==> src/rtl/i2c_cmd_scheduler_pkg.sv <==
// i2c_sched_pkg: shared types and command-field offsets for the I2C command scheduler.
package i2c_sched_pkg;
    typedef enum logic [2:0] {
        ST_IDLE  = 3'd0,
        ST_ISSUE = 3'd1,
        ST_TRIG  = 3'd2,
        ST_WAIT  = 3'd3,
        ST_RESP  = 3'd4
    } state_e;
    typedef logic [1:0] resp_code_t;
    localparam resp_code_t RESP_OKAY    = 2'b00;
    localparam resp_code_t RESP_NACK    = 2'b01;
    localparam resp_code_t RESP_TIMEOUT = 2'b10;
    localparam int CMD_DEV_LSB   = 17;
    localparam int CMD_RW_BIT    = 16;
    localparam int CMD_REG_LSB   = 8;
    localparam int CMD_WDATA_LSB = 0;
endpackage

==> src/rtl/i2c_cmd_scheduler_if.sv <==
// i2c_cmd_scheduler_if: requester handshakes, responses and I2C master strobes.
interface i2c_cmd_scheduler_if #(parameter int CMD_W = 24);
    logic             wr_req_valid;
    logic             wr_req_ready;
    logic [CMD_W-1:0] wr_req_cmd;
    logic             rd_req_valid;
    logic             rd_req_ready;
    logic [CMD_W-1:0] rd_req_cmd;
    logic             wr_resp_valid;
    logic             wr_resp_ready;
    logic [1:0]       wr_resp_code;
    logic             rd_resp_valid;
    logic             rd_resp_ready;
    logic [1:0]       rd_resp_code;
    logic [7:0]       rd_resp_data;
    logic [CMD_W-1:0] m_cmd;
    logic             m_cmd_valid;
    logic             m_trigger;
    logic             m_busy;
    logic             m_done;
    logic             m_ack_err;
    logic [7:0]       m_rdata;
    modport slave (
        input  wr_req_valid, wr_req_cmd, rd_req_valid, rd_req_cmd,
               wr_resp_ready, rd_resp_ready, m_busy, m_done, m_ack_err, m_rdata,
        output wr_req_ready, rd_req_ready, wr_resp_valid, wr_resp_code,
               rd_resp_valid, rd_resp_code, rd_resp_data, m_cmd, m_cmd_valid, m_trigger
    );
    modport master (
        output wr_req_valid, wr_req_cmd, rd_req_valid, rd_req_cmd,
               wr_resp_ready, rd_resp_ready, m_busy, m_done, m_ack_err, m_rdata,
        input  wr_req_ready, rd_req_ready, wr_resp_valid, wr_resp_code,
               rd_resp_valid, rd_resp_code, rd_resp_data, m_cmd, m_cmd_valid, m_trigger
    );
endinterface

==> src/rtl/i2c_cmd_scheduler_rr_arb2.sv <==
// i2c_rr_arb2: two-requester round-robin arbiter; the pointer moves past whoever is granted on ack.
module i2c_rr_arb2 (
    input  logic       clk,
    input  logic       resetn,
    input  logic [1:0] i_req,
    input  logic       i_ack,
    output logic [1:0] o_grant
);
    logic r_ptr;
    always_ff @(posedge clk or negedge resetn) begin
        if (!resetn) r_ptr <= 1'b0;
        else if (i_ack) r_ptr <= o_grant[0];
    end
    always_comb o_grant = (&i_req) ? (r_ptr ? 2'b10 : 2'b01) : i_req;
endmodule

==> src/rtl/i2c_cmd_scheduler.sv <==
// i2c_cmd_scheduler: arbitrates write/read requesters onto one I2C master and returns a coded response.
module i2c_cmd_scheduler
    import i2c_sched_pkg::*;
#(
    parameter int TIMEOUT_CYC = 4000000,
    parameter int CMD_W       = 24
) (
    input logic                  clk,
    input logic                  resetn,
    i2c_cmd_scheduler_if.slave   io_bus
);
    localparam int CNT_W = $clog2(TIMEOUT_CYC + 1);
    state_e           r_state;
    logic             r_run;
    logic             r_sel_rd;
    logic [CMD_W-1:0] r_cmd;
    logic [CNT_W-1:0] r_cnt;
    resp_code_t       r_code;
    logic [7:0]       r_data;
    logic [1:0]       w_req;
    logic [1:0]       w_grant;
    logic             w_idle;
    logic             w_take;
    logic             w_hs;
    logic             w_resp_hs;
    logic             w_tmo;
    logic [CMD_W-1:0] w_cmd_in;
    assign w_idle    = r_state == ST_IDLE;
    // outside IDLE the in-flight owner is presented so the pointer moves past it on ack
    assign w_req     = w_idle ? {io_bus.rd_req_valid, io_bus.wr_req_valid} : {r_sel_rd, ~r_sel_rd};
    assign w_take    = w_idle & r_run & ~io_bus.m_busy;
    assign w_hs      = w_take & (|w_req);
    assign w_resp_hs = (r_state == ST_RESP) & (r_sel_rd ? io_bus.rd_resp_ready : io_bus.wr_resp_ready);
    assign w_tmo     = r_cnt == CNT_W'(TIMEOUT_CYC - 1);
    i2c_rr_arb2 u_arb (
        .clk     (clk),
        .resetn  (resetn),
        .i_req   (w_req),
        .i_ack   (w_resp_hs),
        .o_grant (w_grant)
    );
    always_comb begin
        w_cmd_in = w_grant[1] ? io_bus.rd_req_cmd : io_bus.wr_req_cmd;
        w_cmd_in[CMD_RW_BIT] = w_grant[1];
    end
    always_ff @(posedge clk or negedge resetn) begin
        if (!resetn) begin
            r_state  <= ST_IDLE;
            r_run    <= 1'b0;
            r_sel_rd <= 1'b0;
            r_cmd    <= '0;
            r_cnt    <= '0;
            r_code   <= RESP_OKAY;
            r_data   <= 8'h00;
        end else begin
            r_run <= 1'b1;
            case (r_state)
                ST_IDLE: if (w_hs) begin
                    r_sel_rd <= w_grant[1];
                    r_cmd    <= w_cmd_in;
                    r_state  <= ST_ISSUE;
                end
                ST_ISSUE: r_state <= ST_TRIG;
                ST_TRIG: begin
                    r_cnt   <= '0;
                    r_state <= ST_WAIT;
                end
                ST_WAIT: begin
                    r_cnt <= r_cnt + 1'b1;
                    if (io_bus.m_done) begin
                        r_code  <= io_bus.m_ack_err ? RESP_NACK : RESP_OKAY;
                        r_data  <= (io_bus.m_ack_err | ~r_sel_rd) ? 8'h00 : io_bus.m_rdata;
                        r_state <= ST_RESP;
                    end else if (w_tmo) begin
                        r_code  <= RESP_TIMEOUT;
                        r_data  <= 8'h00;
                        r_state <= ST_RESP;
                    end
                end
                ST_RESP: if (w_resp_hs) r_state <= ST_IDLE;
                default: r_state <= ST_IDLE;
            endcase
        end
    end
    assign io_bus.wr_req_ready  = w_take & w_grant[0];
    assign io_bus.rd_req_ready  = w_take & w_grant[1];
    assign io_bus.m_cmd         = r_cmd;
    assign io_bus.m_cmd_valid   = r_state == ST_ISSUE;
    assign io_bus.m_trigger     = r_state == ST_TRIG;
    assign io_bus.wr_resp_valid = (r_state == ST_RESP) & ~r_sel_rd;
    assign io_bus.rd_resp_valid = (r_state == ST_RESP) & r_sel_rd;
    assign io_bus.wr_resp_code  = r_code;
    assign io_bus.rd_resp_code  = r_code;
    assign io_bus.rd_resp_data  = r_data;
endmodule

==> src/flat_wrapper.sv <==
// flat-port wrapper written by rule: the top's interface ports become plain ports
module i2c_cmd_scheduler_flat import i2c_sched_pkg::*;
#(
    parameter int TIMEOUT_CYC = 4000000,
    parameter int CMD_W       = 24
)
  (clk, resetn, io_bus_wr_req_valid, io_bus_wr_req_cmd, io_bus_rd_req_valid, io_bus_rd_req_cmd, io_bus_wr_resp_ready, io_bus_rd_resp_ready, io_bus_m_busy, io_bus_m_done, io_bus_m_ack_err, io_bus_m_rdata, io_bus_wr_req_ready, io_bus_rd_req_ready, io_bus_wr_resp_valid, io_bus_wr_resp_code, io_bus_rd_resp_valid, io_bus_rd_resp_code, io_bus_rd_resp_data, io_bus_m_cmd, io_bus_m_cmd_valid, io_bus_m_trigger);
  i2c_cmd_scheduler_if #(.CMD_W(CMD_W)) io_bus_i ();
  input logic clk;
  input logic resetn;
  input wire logic [$bits(io_bus_i.wr_req_valid)-1:0] io_bus_wr_req_valid;
  input wire logic [$bits(io_bus_i.wr_req_cmd)-1:0] io_bus_wr_req_cmd;
  input wire logic [$bits(io_bus_i.rd_req_valid)-1:0] io_bus_rd_req_valid;
  input wire logic [$bits(io_bus_i.rd_req_cmd)-1:0] io_bus_rd_req_cmd;
  input wire logic [$bits(io_bus_i.wr_resp_ready)-1:0] io_bus_wr_resp_ready;
  input wire logic [$bits(io_bus_i.rd_resp_ready)-1:0] io_bus_rd_resp_ready;
  input wire logic [$bits(io_bus_i.m_busy)-1:0] io_bus_m_busy;
  input wire logic [$bits(io_bus_i.m_done)-1:0] io_bus_m_done;
  input wire logic [$bits(io_bus_i.m_ack_err)-1:0] io_bus_m_ack_err;
  input wire logic [$bits(io_bus_i.m_rdata)-1:0] io_bus_m_rdata;
  output wire logic [$bits(io_bus_i.wr_req_ready)-1:0] io_bus_wr_req_ready;
  output wire logic [$bits(io_bus_i.rd_req_ready)-1:0] io_bus_rd_req_ready;
  output wire logic [$bits(io_bus_i.wr_resp_valid)-1:0] io_bus_wr_resp_valid;
  output wire logic [$bits(io_bus_i.wr_resp_code)-1:0] io_bus_wr_resp_code;
  output wire logic [$bits(io_bus_i.rd_resp_valid)-1:0] io_bus_rd_resp_valid;
  output wire logic [$bits(io_bus_i.rd_resp_code)-1:0] io_bus_rd_resp_code;
  output wire logic [$bits(io_bus_i.rd_resp_data)-1:0] io_bus_rd_resp_data;
  output wire logic [$bits(io_bus_i.m_cmd)-1:0] io_bus_m_cmd;
  output wire logic [$bits(io_bus_i.m_cmd_valid)-1:0] io_bus_m_cmd_valid;
  output wire logic [$bits(io_bus_i.m_trigger)-1:0] io_bus_m_trigger;
  assign io_bus_i.wr_req_valid = io_bus_wr_req_valid;
  assign io_bus_i.wr_req_cmd = io_bus_wr_req_cmd;
  assign io_bus_i.rd_req_valid = io_bus_rd_req_valid;
  assign io_bus_i.rd_req_cmd = io_bus_rd_req_cmd;
  assign io_bus_i.wr_resp_ready = io_bus_wr_resp_ready;
  assign io_bus_i.rd_resp_ready = io_bus_rd_resp_ready;
  assign io_bus_i.m_busy = io_bus_m_busy;
  assign io_bus_i.m_done = io_bus_m_done;
  assign io_bus_i.m_ack_err = io_bus_m_ack_err;
  assign io_bus_i.m_rdata = io_bus_m_rdata;
  assign io_bus_wr_req_ready = io_bus_i.wr_req_ready;
  assign io_bus_rd_req_ready = io_bus_i.rd_req_ready;
  assign io_bus_wr_resp_valid = io_bus_i.wr_resp_valid;
  assign io_bus_wr_resp_code = io_bus_i.wr_resp_code;
  assign io_bus_rd_resp_valid = io_bus_i.rd_resp_valid;
  assign io_bus_rd_resp_code = io_bus_i.rd_resp_code;
  assign io_bus_rd_resp_data = io_bus_i.rd_resp_data;
  assign io_bus_m_cmd = io_bus_i.m_cmd;
  assign io_bus_m_cmd_valid = io_bus_i.m_cmd_valid;
  assign io_bus_m_trigger = io_bus_i.m_trigger;
  i2c_cmd_scheduler #(.TIMEOUT_CYC(TIMEOUT_CYC), .CMD_W(CMD_W)) u_core (.clk(clk), .resetn(resetn), .io_bus(io_bus_i));
endmodule
==> config.mk <==
export PLATFORM = sky130hd
export DESIGN_NAME = i2c_cmd_scheduler_flat
export DESIGN_NICKNAME = d
export VERILOG_FILES = /design/src/rtl/i2c_cmd_scheduler_pkg.sv /design/src/rtl/i2c_cmd_scheduler_if.sv /design/src/rtl/i2c_cmd_scheduler_rr_arb2.sv /design/src/rtl/i2c_cmd_scheduler.sv /design/src/flat_wrapper.sv
export SDC_FILE = /design/constraint.sdc
export NUM_CORES = 1
export LEC_CHECK = 0
export CAP_MARGIN = 25
export CORE_MARGIN = 2
export CORE_UTILIZATION = 41
export DETAILED_ROUTE_END_ITERATION = 8
export GPL_ROUTABILITY_DRIVEN = 0
export HOLD_SLACK_MARGIN = 0.02
export PLACE_DENSITY = 0.88
export SLEW_MARGIN = 10
export SYNTH_ARGS = -nofsm -noshare
export SYNTH_HDL_FRONTEND = slang
export SYNTH_SLANG_ARGS = --single-unit
==> constraint.sdc <==
create_clock -name clk -period 1.75 [get_ports clk]
set_input_delay 0.35 -clock clk [delete_from_list [all_inputs] [get_ports clk]]
set_output_delay 0.35 -clock clk [all_outputs]
set_load 0.01 [all_outputs]
After elaboration in Yosys (flattened, before gate mapping)

Cells that the tools add are included.

Register bits: 62
Input bits: 65

Add/subtract/negate cells: 1
Equality and inequality tests: 8
Muxes and demuxes: 17
Bitwise logic cells: 11
Reductions and logical operators: 8

Operators by type and width:

| kind                                                                    | number |
|---|---|
| 22-bit case mux with 2 select lines                                     | 1 |
| 24-bit two-way mux                                                      | 1 |
| 8-bit two-way mux                                                       | 3 |
| 22-bit by 1-bit adder with 22-bit output, second input constant         | 1 |
| 22-bit == test, second input constant                                   | 1 |
| 3-bit case mux with 5 select lines                                      | 1 |
| 3-bit two-way mux                                                       | 4 |
| 2-bit two-way mux                                                       | 5 |
| 1-bit bitwise AND                                                       | 8 |
| 3-bit by 2-bit == test with 1-bit output, second input constant         | 2 |
| 2-bit AND reduction                                                     | 3 |
| 2-bit inequality test, second input constant                            | 2 |
| 2-bit nonzero test                                                      | 2 |
| 3-bit by 1-bit == test with 1-bit output, second input constant         | 1 |
| 3-bit == test, second input constant                                    | 1 |
| 3-bit logical NOT                                                       | 1 |
| 3-bit by 2-bit inequality test with 1-bit output, second input constant | 1 |
| 3-bit AND reduction                                                     | 1 |
| 1-bit two-way mux                                                       | 2 |
| 1-bit NOT                                                               | 2 |
| 2-bit OR reduction                                                      | 1 |
| 1-bit bitwise OR                                                        | 1 |

Logic depth before layout (Yosys ltp)

Gate-level depths: netlist of the first run.

Depth in word-level cells: 6
Depth in mapped cells: 6
Gate-level depth less buffers: 5

Hierarchy

Synthesis of the first run repeated with hierarchy kept, for this count alone.

Cell total of the unflattened synthesis: 303
Area total of the unflattened synthesis: 3044.2 µm²

By module, submodules not included:

| module            | instances | cells each | area an instance (µm²) |
|---|---|---|---|
| i2c_cmd_scheduler | 1         | 298        | 2981.6 |
| i2c_rr_arb2       | 1         | 5          | 62.6 |

Worst setup path before layout of the first run

OpenSTA, ideal clock, no wires.

Path type: register to output
Start: register u_core.r_state[1]
End: output io_bus_wr_req_ready
Arrival: 1.454 ns
Data required time: 1.400 ns
Slack: -0.054 ns
Cell stages (with the launch flop): 4
Buffers on the path: 1
Cell sequence: dfrtp_1 or3_4 a2111oi_4 buf_6

Word-level cells in the longest chain between the ends: 5

RTL lines:

| what                     | RTL line                        | source |
|---|---|---|
| start: declaration       | i2c_cmd_scheduler.sv:13         | `state_e r_state;` |
| start signal: assignment | i2c_cmd_scheduler.sv:48         | `r_state <= ST_IDLE;` |
| start signal: assignment | i2c_cmd_scheduler.sv:61         | `r_state <= ST_ISSUE;` |
| start signal: assignment | i2c_cmd_scheduler.sv:63         | `ST_ISSUE: r_state <= ST_TRIG;` |
| 3-bit logical NOT (*)    | i2c_cmd_scheduler.sv:28         | `assign w_idle = r_state == ST_IDLE;` |
| 2-bit two-way mux        | i2c_cmd_scheduler.sv:30         | `assign w_req = w_idle ? {io_bus.rd_req_valid, io_bus.wr_req_valid} : {r_sel_rd, ~r_sel_rd};` |
| 2-bit AND reduction      | i2c_cmd_scheduler_rr_arb2.sv:14 | `always_comb o_grant = (&i_req) ? (r_ptr ? 2'b10 : 2'b01) : i_req;` |
| 2-bit two-way mux        | i2c_cmd_scheduler_rr_arb2.sv:14 |  |
| 1-bit bitwise AND (*)    | i2c_cmd_scheduler.sv:85         | `assign io_bus.wr_req_ready = w_take & w_grant[0];` |
| end: declaration         | flat_wrapper.sv:21              | `output wire logic [$bits(io_bus_i.wr_req_ready)-1:0] io_bus_wr_req_ready;` |

Mark *: on every way between the ends. The rest lies on a longest branch, timed or not.

Worst setup path in the final report of the first run

Start: register u_core.r_state[1]
End: output io_bus_rd_req_ready

Word-level cells in the longest chain between the ends: 5

RTL lines:

| what                  | RTL line                        | source |
|---|---|---|
| 3-bit logical NOT (*) | i2c_cmd_scheduler.sv:28         |  |
| 2-bit two-way mux     | i2c_cmd_scheduler.sv:30         |  |
| 2-bit AND reduction   | i2c_cmd_scheduler_rr_arb2.sv:14 |  |
| 2-bit two-way mux     | i2c_cmd_scheduler_rr_arb2.sv:14 |  |
| 1-bit bitwise AND (*) | i2c_cmd_scheduler.sv:86         | `assign io_bus.rd_req_ready = w_take & w_grant[1];` |
| end: declaration      | flat_wrapper.sv:22              | `output wire logic [$bits(io_bus_i.rd_req_ready)-1:0] io_bus_rd_req_ready;` |

Marked as above.

==> metrics.txt, run 1 <==
sequential area share after synthesis 49.9%; GRT Util Overall 21.2%; CTS clk-pin slew, worst paths 0.07 ns; syn_nets 377; Starting Density 42.2%; post-route cell area 4830 µm²; share of the synthesized area in the top cell type 49.9%; Req. time, crit path 1.40 ns; fin cells 565; port bufs 104; height of the die 90.4 µm; Warnings, synthesis 0; mapped cell area 3060 µm²; GRT overflow 0; Sink Count 61; pwr dens 1240 nW/µm²; DRC violations left 0; Nets 527; Pwr Total 5980 µW; initial antenna violation count 0; most frequent cells in the layout clkdlybuf4s50_1, nand2_1, dfrtp_1; placed instance count 534; total clock buffers created by CTS 9; Syn Inst Count 311; vias in the first global route 2897; total of max-cap violations 0; final setup fails 14; FP Rows 31; Slew Limit Fails 0; final wirelength 8.75 mm; Worst setup SP type flip-flop; Leakage 0.00220 µW; Ports 107; final core utilization 66.7%; Worst Path Max Fanout 3; die area 8170 µm²; crit share post-route 112%; Crit. End Element output pin; clk_skew 0.0105 ns; hold buffers post-CTS 0; CTS Buffer Depth 2; CTS root buf clkbuf_8; synth top area cells dfrtp_1, nand2_1, a22oi_1; worst setup margin -0.219 ns; CTS tree done; wire length on met1 3.49 mm; global-route wire length before repair 14.0 mm; largest net degree at the start of global routing 32; Hold WC Path Type input pin to async pin; H-tree lvl count 3; Top Metal Used met4; commonest non-fill, non-tap cell in the layout clkdlybuf4s50_1; share of cells above drive strength 1 22.3%; diode count 0; Arr. time, crit path 1.62 ns; DIE WIDTH 90.4 µm; violated checks setup timing; Synth cell types 50; maximum clock frequency 508 MHz; worst hold margin 0.0260 ns; via count 2978; VDD IR max 0.624 mV; hpwl dp 6.04 mm; outcome finished, violations left; DRT Pass-1 Iters 4; post-route ant nets 0; post-synth top area cell dfrtp_1; area delta synth->final 58.0%; clk_lat worst skew 0.34 ns; worst setup path class flip-flop to output pin; Post-DP Area 4400 µm²; FF+latch count, synth 61; wire length on met2 4.55 mm; vias per cell 5.27; Initial DRC Count 150; routed wl met3 610 µm; unrepaired setup endpoints after global routing yes; minimum clock period 1.97 ns; average wire per standard cell 15.5 µm; Syn Area/Cell 9.84 µm²; total core area 7250 µm²; Final Hold Fails 0
state kept, by name (all words and copies together), names as in the netlist:
register	cells
u_core.io_bus.m_cmd	24
u_core.r_cnt	22
u_core.io_bus.rd_resp_data	8
u_core.r_state	3
u_core.io_bus.rd_resp_code	2
u_core.r_run	1
u_core.u_arb.r_ptr	1
repair_timing:
action,in CTS,in global routing
cloned,1,0
pin swaps,4,10
buffers inserted,4,11
gates resized for setup,39,28
endpoints found under the setup margin,21,33
worst paths after layout:
kind / startpoint / end / slack, ns / depth (start not counted)
min in group clk: u_core.io_bus.m_cmd[4]$_DFFE_PN0P_ / u_core.io_bus.m_cmd[4]$_DFFE_PN0P_ / 0.47 / 2
setup / recovery: u_core.r_state[1]$_DFFE_PN0P_ / io_bus_rd_req_ready / -0.22 / 3
setup reg to reg: u_core.r_cnt[12]$_DFFE_PN0P_ / u_core.io_bus.rd_resp_data[3]$_DFFE_PN0P_ / -0.05 / 5
hold / removal: resetn / u_core.io_bus.m_cmd[20]$_DFFE_PN0P_ / 0.03 / 2
hold reg to reg: u_core.io_bus.m_cmd[4]$_DFFE_PN0P_ / u_core.io_bus.m_cmd[4]$_DFFE_PN0P_ / 0.47 / 2
max in group asynchronous: resetn / u_core.io_bus.m_cmd[16]$_DFFE_PN0P_ / 1.41 / 2
layer usage:
layer,global-route usage [%],vias to the layer above
li1,-,1415
met1,25.6,1444
met2,36.1,109
met3,6.93,10
met4,6.41,0
met5,0,-
cells by family after synthesis:
group	after synthesis	share of synthesized area, %
AOI/OAI and AO/OA	70	16.7
adders and majority gates	1	0.409
buffers and inverters	26	4.54
DFF	61	49.9
muxes	13	4.25
other	1	0.123
and+or+nand+nor	139	24.1
stage by stage:
| step | worst slack [ns] | TNS, ns |
|---|---|---|
| after CTS | -0.235 | -0.783 |
| after detailed placement | -0.611 | -8.62 |
| after global routing | -0.284 | -1.97 |
| final | -0.219 | -0.852 |
| after global placement | -0.611 | -7.18 |
| after floorplan | 0.000123 | 0 |
worst max-delay path, stage by stage, from the launching register on:
cell     delay, ns
dfrtp_1       0.38
or3_4         0.43
nor4b_4       0.28
buf_2         0.20
power breakdown:
part / internal, µW / leakage [µW] / switching [µW]
clock: 510 / 0.0000824 / 554
sequential: 1830 / 0.000798 / 290
combinational: 1500 / 0.00132 / 1300
total: 3840 / 0.00220 / 2140
cell usage after synthesis, drive strengths merged:
master   count
a2111oi      1
a211o        1
a21o         1
a21oi        8
a22o        13
a22oi       23
a31oi        2
a41o         1
and3         5
buf         10
clkbuf       7
clkinv       1
conb         1
dfrtp       61
ha           1
inv          8
mux2i       13
nand2       72
nand2b       2
nand3       10
nand3b       1
nand4        3
nor2        16
nor2b        3
nor3         8
nor4         7
nor4b        3
o211ai       1
o21ai       14
o22ai        1
o31ai        4
or2          1
or3          3
or4          2
or4b         1
or4bb        2
layout make-up:
| class | count | area [µm²] |
|---|---|---|
| clock buffers | 10 | 128 |
| clock inverters | 6 | 38.8 |
| fillers | 538 | 2420 |
| inverters | 9 | 36.3 |
| multi-input cells | 225 | 1510 |
| flip-flops and latches | 61 | 1530 |
| well taps | 99 | 124 |
| repair buffers | 155 | 1470 |
Note: power is estimated with default switching activity, not from simulation.
==> inputs of run 2 (changes only) <==
--- a/config.mk
+++ b/config.mk
@@ -5,13 +5,14 @@
 export SDC_FILE = /design/constraint.sdc
 export NUM_CORES = 1
 export LEC_CHECK = 0
+export ABC_CLOCK_PERIOD_IN_PS = 2500
 export CAP_MARGIN = 25
 export CORE_MARGIN = 2
-export CORE_UTILIZATION = 41
+export CORE_UTILIZATION = 49
 export DETAILED_ROUTE_END_ITERATION = 8
 export GPL_ROUTABILITY_DRIVEN = 0
 export HOLD_SLACK_MARGIN = 0.02
-export PLACE_DENSITY = 0.88
+export PLACE_DENSITY = 0.95
 export SLEW_MARGIN = 10
 export SYNTH_ARGS = -nofsm -noshare
 export SYNTH_HDL_FRONTEND = slang
==> constraint.sdc (replaced) <==
create_clock -name clk -period 2.5 [get_ports clk]
set_input_delay 0.5 -clock clk [delete_from_list [all_inputs] [get_ports clk]]
set_output_delay 0.5 -clock clk [all_outputs]
set_load 0.01 [all_outputs]
==> metrics.txt, run 2 (synthesis gave the netlist of run 1 again) <==
GRT overflow 0; DIE WIDTH 83.0 µm; via count 2846; DRC violations left 0; height of the die 83.0 µm; worst hold margin 0.114 ns; worst setup path class flip-flop to output pin; Worst Path Max Fanout 7; CTS Buffer Depth 2; share of cells above drive strength 1 9.69%; worst-path cell chain or3_4, a2111oi_4, dlygate4sd2_1; FP Rows 28; Setup Fix Bufs, Post-CTS 0; final core utilization 73.1%; clk_skew 0.00671 ns; port bufs 104; global-route wire length before repair 14.4 mm; GRT Util Overall 26.3%; Sink Count 61; total of max-cap violations 0; outcome completed; worst r2r dst u_core.io_bus.rd_resp_data[3]$_DFFE_PN0P_; Buf/Inv on CP 1; setup TNS 0 ns; post-route ant nets 0; Final Hold Fails 0; initial antenna violation count 0; area delta synth->final 43.2%; crit path from u_core.r_state[1]$_DFFE_PN0P_; Crit. End Element output pin; Ports 107; Arr. time, crit path 1.87 ns; vias per cell 5.71; slowest cell delay on critical path 0.45 ns; average wire per standard cell 17.4 µm; Worst path top cell family by delay flip-flops; Nets 484; Slew Limit Fails 0; quantity of gates resized following cts 2; Req. time, crit path 2.00 ns; Hold WC Path Type input pin to async pin; R2R cell count 4; Worst slew margin 66.5%; R2R setup slack 0.59 ns; hold buffers post-CTS 0; CTS tree done; DRT Pass-1 Iters 4; CTS clk-pin slew, worst paths 0.07 ns; total clock buffers created by CTS 9; largest net degree at the start of global routing 44; Worst setup SP type flip-flop; max reg flops 24; crit share post-route 94.8%; maximum clock frequency 422 MHz; Starting Density 51.1%; H-tree lvl count 3; clk_lat worst skew 0.33 ns; total core area 5990 µm²; CTS root buf clkbuf_8; fill cell count 386; Leakage 0.00195 µW; final wirelength 8.66 mm; critical path's slowest cell dfrtp_1; minimum clock period 2.37 ns; diode count 0; r2r startpoint u_core.r_cnt[15]$_DFFE_PN0P_; Initial DRC Count 145; VDD IR max 0.751 mV; hpwl dp 6.31 mm; pwr dens 920 nW/µm²; final setup fails 0; die area 6890 µm²; Tightest Pin Transition 0.498 ns; commonest non-fill, non-tap cell in the layout clkdlybuf4s50_1; vias in the first global route 2966; most frequent cells in the layout clkdlybuf4s50_1, nand2_1, dfrtp_1; unrepaired setup endpoints after global routing no
## run 2: cell types whose count changed in the layout (fill, tap and decap cells not counted), moves of 3 or more
cell,delta
buf_4,-33
buf_6,-12
clkbuf_8,+3
clkdlybuf4s50_1,+4
nor2_4,-3
## run 2: area by class of cell
class                   count  area (µm²)  share of cell area [%]
flip-flops and latches     61        1530                    34.8
repair buffers            113        1120                    25.5
clock inverters             3        42.5                   0.971
inverters                   9        37.5                   0.857
multi-input cells         224        1400                    31.9
clock buffers              13         169                    3.85
well taps                  75        93.8                    2.14
## run 2: metal layers
layer	part of all wire [%]	GRT usage, %
met1	40	31.2
met2	51	43.8
met3	7.3	8.65
met4	1.8	10.9
met5	0	0
## run 2: stage by stage
step,instance area (µm²),power [µW],instances,setup WS (ns)
global route,4380,4260,498,0.0234
finish,4380,4030,498,0.129
floorplan,3060,2170,311,0.546
CTS,4370,4040,498,0.0127
global placement,4160,2990,482,-0.140
detailed placement,4160,3080,482,-0.150
## run 2: report_power, final
part	leakage (µW)	switching, µW	internal (µW)	total [µW]
logic	0.00105	798	803	1600
clock network	0.000106	386	541	927
registers	0.000799	229	1280	1510
total	0.00195	1410	2620	4030
## run 2: how the worst max path moves through the flow
stage                     cells past startpoint                   to
final                                         3  io_bus_wr_req_ready
after global routing                          5     io_bus_m_trigger
after CTS                                     5   io_bus_m_cmd_valid
after detailed placement                      4  io_bus_wr_req_ready
after global placement                        4  io_bus_wr_req_ready
after floorplan                               3  io_bus_wr_req_ready
==> inputs of run 3 (changes only) <==
--- a/config.mk
+++ b/config.mk
@@ -5,14 +5,14 @@
 export SDC_FILE = /design/constraint.sdc
 export NUM_CORES = 1
 export LEC_CHECK = 0
-export ABC_CLOCK_PERIOD_IN_PS = 2500
+export ABC_CLOCK_PERIOD_IN_PS = 2400
 export CAP_MARGIN = 25
 export CORE_MARGIN = 2
-export CORE_UTILIZATION = 49
+export CORE_UTILIZATION = 45
 export DETAILED_ROUTE_END_ITERATION = 8
 export GPL_ROUTABILITY_DRIVEN = 0
 export HOLD_SLACK_MARGIN = 0.02
-export PLACE_DENSITY = 0.95
+export PLACE_DENSITY = 0.91
 export SLEW_MARGIN = 10
 export SYNTH_ARGS = -nofsm -noshare
 export SYNTH_HDL_FRONTEND = slang
==> constraint.sdc (replaced) <==
create_clock -name clk -period 2.4 [get_ports clk]
set_input_delay 0.48 -clock clk [delete_from_list [all_inputs] [get_ports clk]]
set_output_delay 0.48 -clock clk [all_outputs]
set_load 0.01 [all_outputs]
==> metrics.txt, run 3 (synthesis gave the netlist of run 1 again) <==
outcome completed; Crit. End Element output pin; wire length on met1 3.23 mm; global-route wire length before repair 13.7 mm; Buf/Inv on CP 2; placed instance count 492; clk_skew 0.00946 ns; most frequent cells in the layout clkdlybuf4s50_1, nand2_1, dfrtp_1; final wirelength 8.45 mm; Net Sw Power 1440 µW; commonest non-fill, non-tap cell in the layout clkdlybuf4s50_1; Arr. time, crit path 1.85 ns; final setup fails 0; total core area 6680 µm²; Ports 107; GRT Util Overall 23.7%; maximum clock frequency 429 MHz; Sw Share 33.8%; Setup Fix Bufs, Post-CTS 0; Leakage 0.00197 µW; vias in the first global route 2915; CTS root buf clkbuf_8; post-route ant nets 0; die area 7470 µm²; minimum clock period 2.33 ns; Worst Path Max Fanout 3; Seq pwr share 36.2%; CTS tree done; CTS clk-pin slew, worst paths 0.06 ns; average wire per standard cell 16.6 µm; Slew Limit Fails 0; Worst path top cell family by delay buffers and inverters; DRC violations left 0; FP Rows 30; DRT Pass-1 Iters 7; GRT overflow 0; initial antenna violation count 0; DIE WIDTH 86.5 µm; vias per cell 5.63; worst-path cell chain clkdlybuf4s50_1, nand2b_1, a2111oi_4, dlygate4sd2_1; H-tree lvl count 3; area delta synth->final 44.5%; largest net degree at the start of global routing 27; Tightest Pin Transition 0.492 ns; routed wl met3 709 µm; total of max-cap violations 0; Worst setup SP type input pin; Worst slew margin 66.9%; Comb pwr share 39.4%; clock share of power 24.4%; Top Metal Used met4; worst setup path class input pin to output pin; pwr dens 964 nW/µm²; Final Hold Fails 0; height of the die 86.5 µm; hpwl dp 6.07 mm; CTS Buffer Depth 2; port bufs 104; diode count 0; total clock buffers created by CTS 9; Sink Count 61; Int Pwr 2820 µW; Req. time, crit path 1.92 ns; critical path's slowest cell a2111oi_4; wire length on met2 4.27 mm; unrepaired setup endpoints after global routing no; share of cells above drive strength 1 10.7%; Nets 489; Hold WC Path Type input pin to async pin; VDD IR max 0.667 mV; final core utilization 66.2%; clk_lat worst skew 0.35 ns; via count 2858; fin cells 508; fill cell count 486; Starting Density 45.8%; Initial DRC Count 224; max reg flops 24; crit share post-route 97.1%; slowest cell delay on critical path 0.42 ns
==> run 3: path summary, 6_finish.rpt <==
check	endpoint	startpoint	depth (start not counted)	slack [ns]
worst min register to register	u_core.io_bus.m_cmd[0]$_DFFE_PN0P_	u_core.io_bus.m_cmd[0]$_DFFE_PN0P_	2	0.47
max in group asynchronous	u_core.r_cnt[12]$_DFFE_PN0P_	resetn	2	1.59
min in group clk	u_core.io_bus.m_cmd[0]$_DFFE_PN0P_	u_core.io_bus.m_cmd[0]$_DFFE_PN0P_	2	0.47
worst max register to register	u_core.io_bus.rd_resp_data[5]$_DFFE_PN0P_	u_core.r_cnt[15]$_DFFE_PN0P_	4	0.47
worst min-delay path	u_core.io_bus.m_cmd[9]$_DFFE_PN0P_	resetn	1	0.10
worst max-delay path	io_bus_wr_req_ready	io_bus_m_busy	4	0.07
==> run 3: routing by layer <==
| layer | global-route usage (%) | vias up |
|---|---|---|
| li1 | - | 1336 |
| met1 | 28.0 | 1361 |
| met2 | 38.3 | 139 |
| met3 | 8.48 | 22 |
| met4 | 11.8 | 0 |
| met5 | 0 | - |
==> run 3: final cells by class <==
| type | instances | area [µm²] | share of cell area, % |
|---|---|---|---|
| tap | 80 | 100 | 2.26 |
| multi-input combinational | 224 | 1400 | 31.6 |
| clock inverter | 4 | 70.1 | 1.58 |
| timing repair buffer | 118 | 1140 | 25.7 |
| inverter | 9 | 33.8 | 0.764 |
| clock buffer | 12 | 155 | 3.51 |
| sequential | 61 | 1530 | 34.5 |
==> run 3: worst reg2reg max path, cell delays in order, from the launching register on <==
cell and delay, ns:
dfrtp_1 0.46, or4_4 0.58, nor4_4 0.35, a21oi_2 0.20, a22o_1 0.23
==> run 3: repair_timing <==
action,4_1_cts,5_1_grt
gates resized for setup,3,2
hold buffers,0,0
endpoints found under the setup margin,3,2
==> run 3: through the flow <==
step | area (µm²) | total power (µW) | hold slack [ns] | setup TNS [ns] | worst slack, ns
global placement | 4200 | 3150 | 0.449 | -0.335 | -0.212
detailed placement | 4200 | 3210 | 0.458 | -0.363 | -0.223
floorplan | 3060 | 2260 | 0.184 | 0 | 0.466
finish | 4420 | 4260 | 0.100 | 0 | 0.0690
CTS | 4420 | 4280 | 0.0988 | 0 | 0.0187
global route | 4420 | 4500 | 0.123 | 0 | 0.0111
==> run 3: power by group through the flow <==
stage / combinational [µW] / clock, µW / sequential [µW]
after floorplan: 615 / 0 / 1650
after global placement: 1610 / 0 / 1530
after detailed placement: 1660 / 0 / 1550
after CTS: 1680 / 1060 / 1540
after global routing: 1820 / 1110 / 1580
final: 1680 / 1040 / 1540
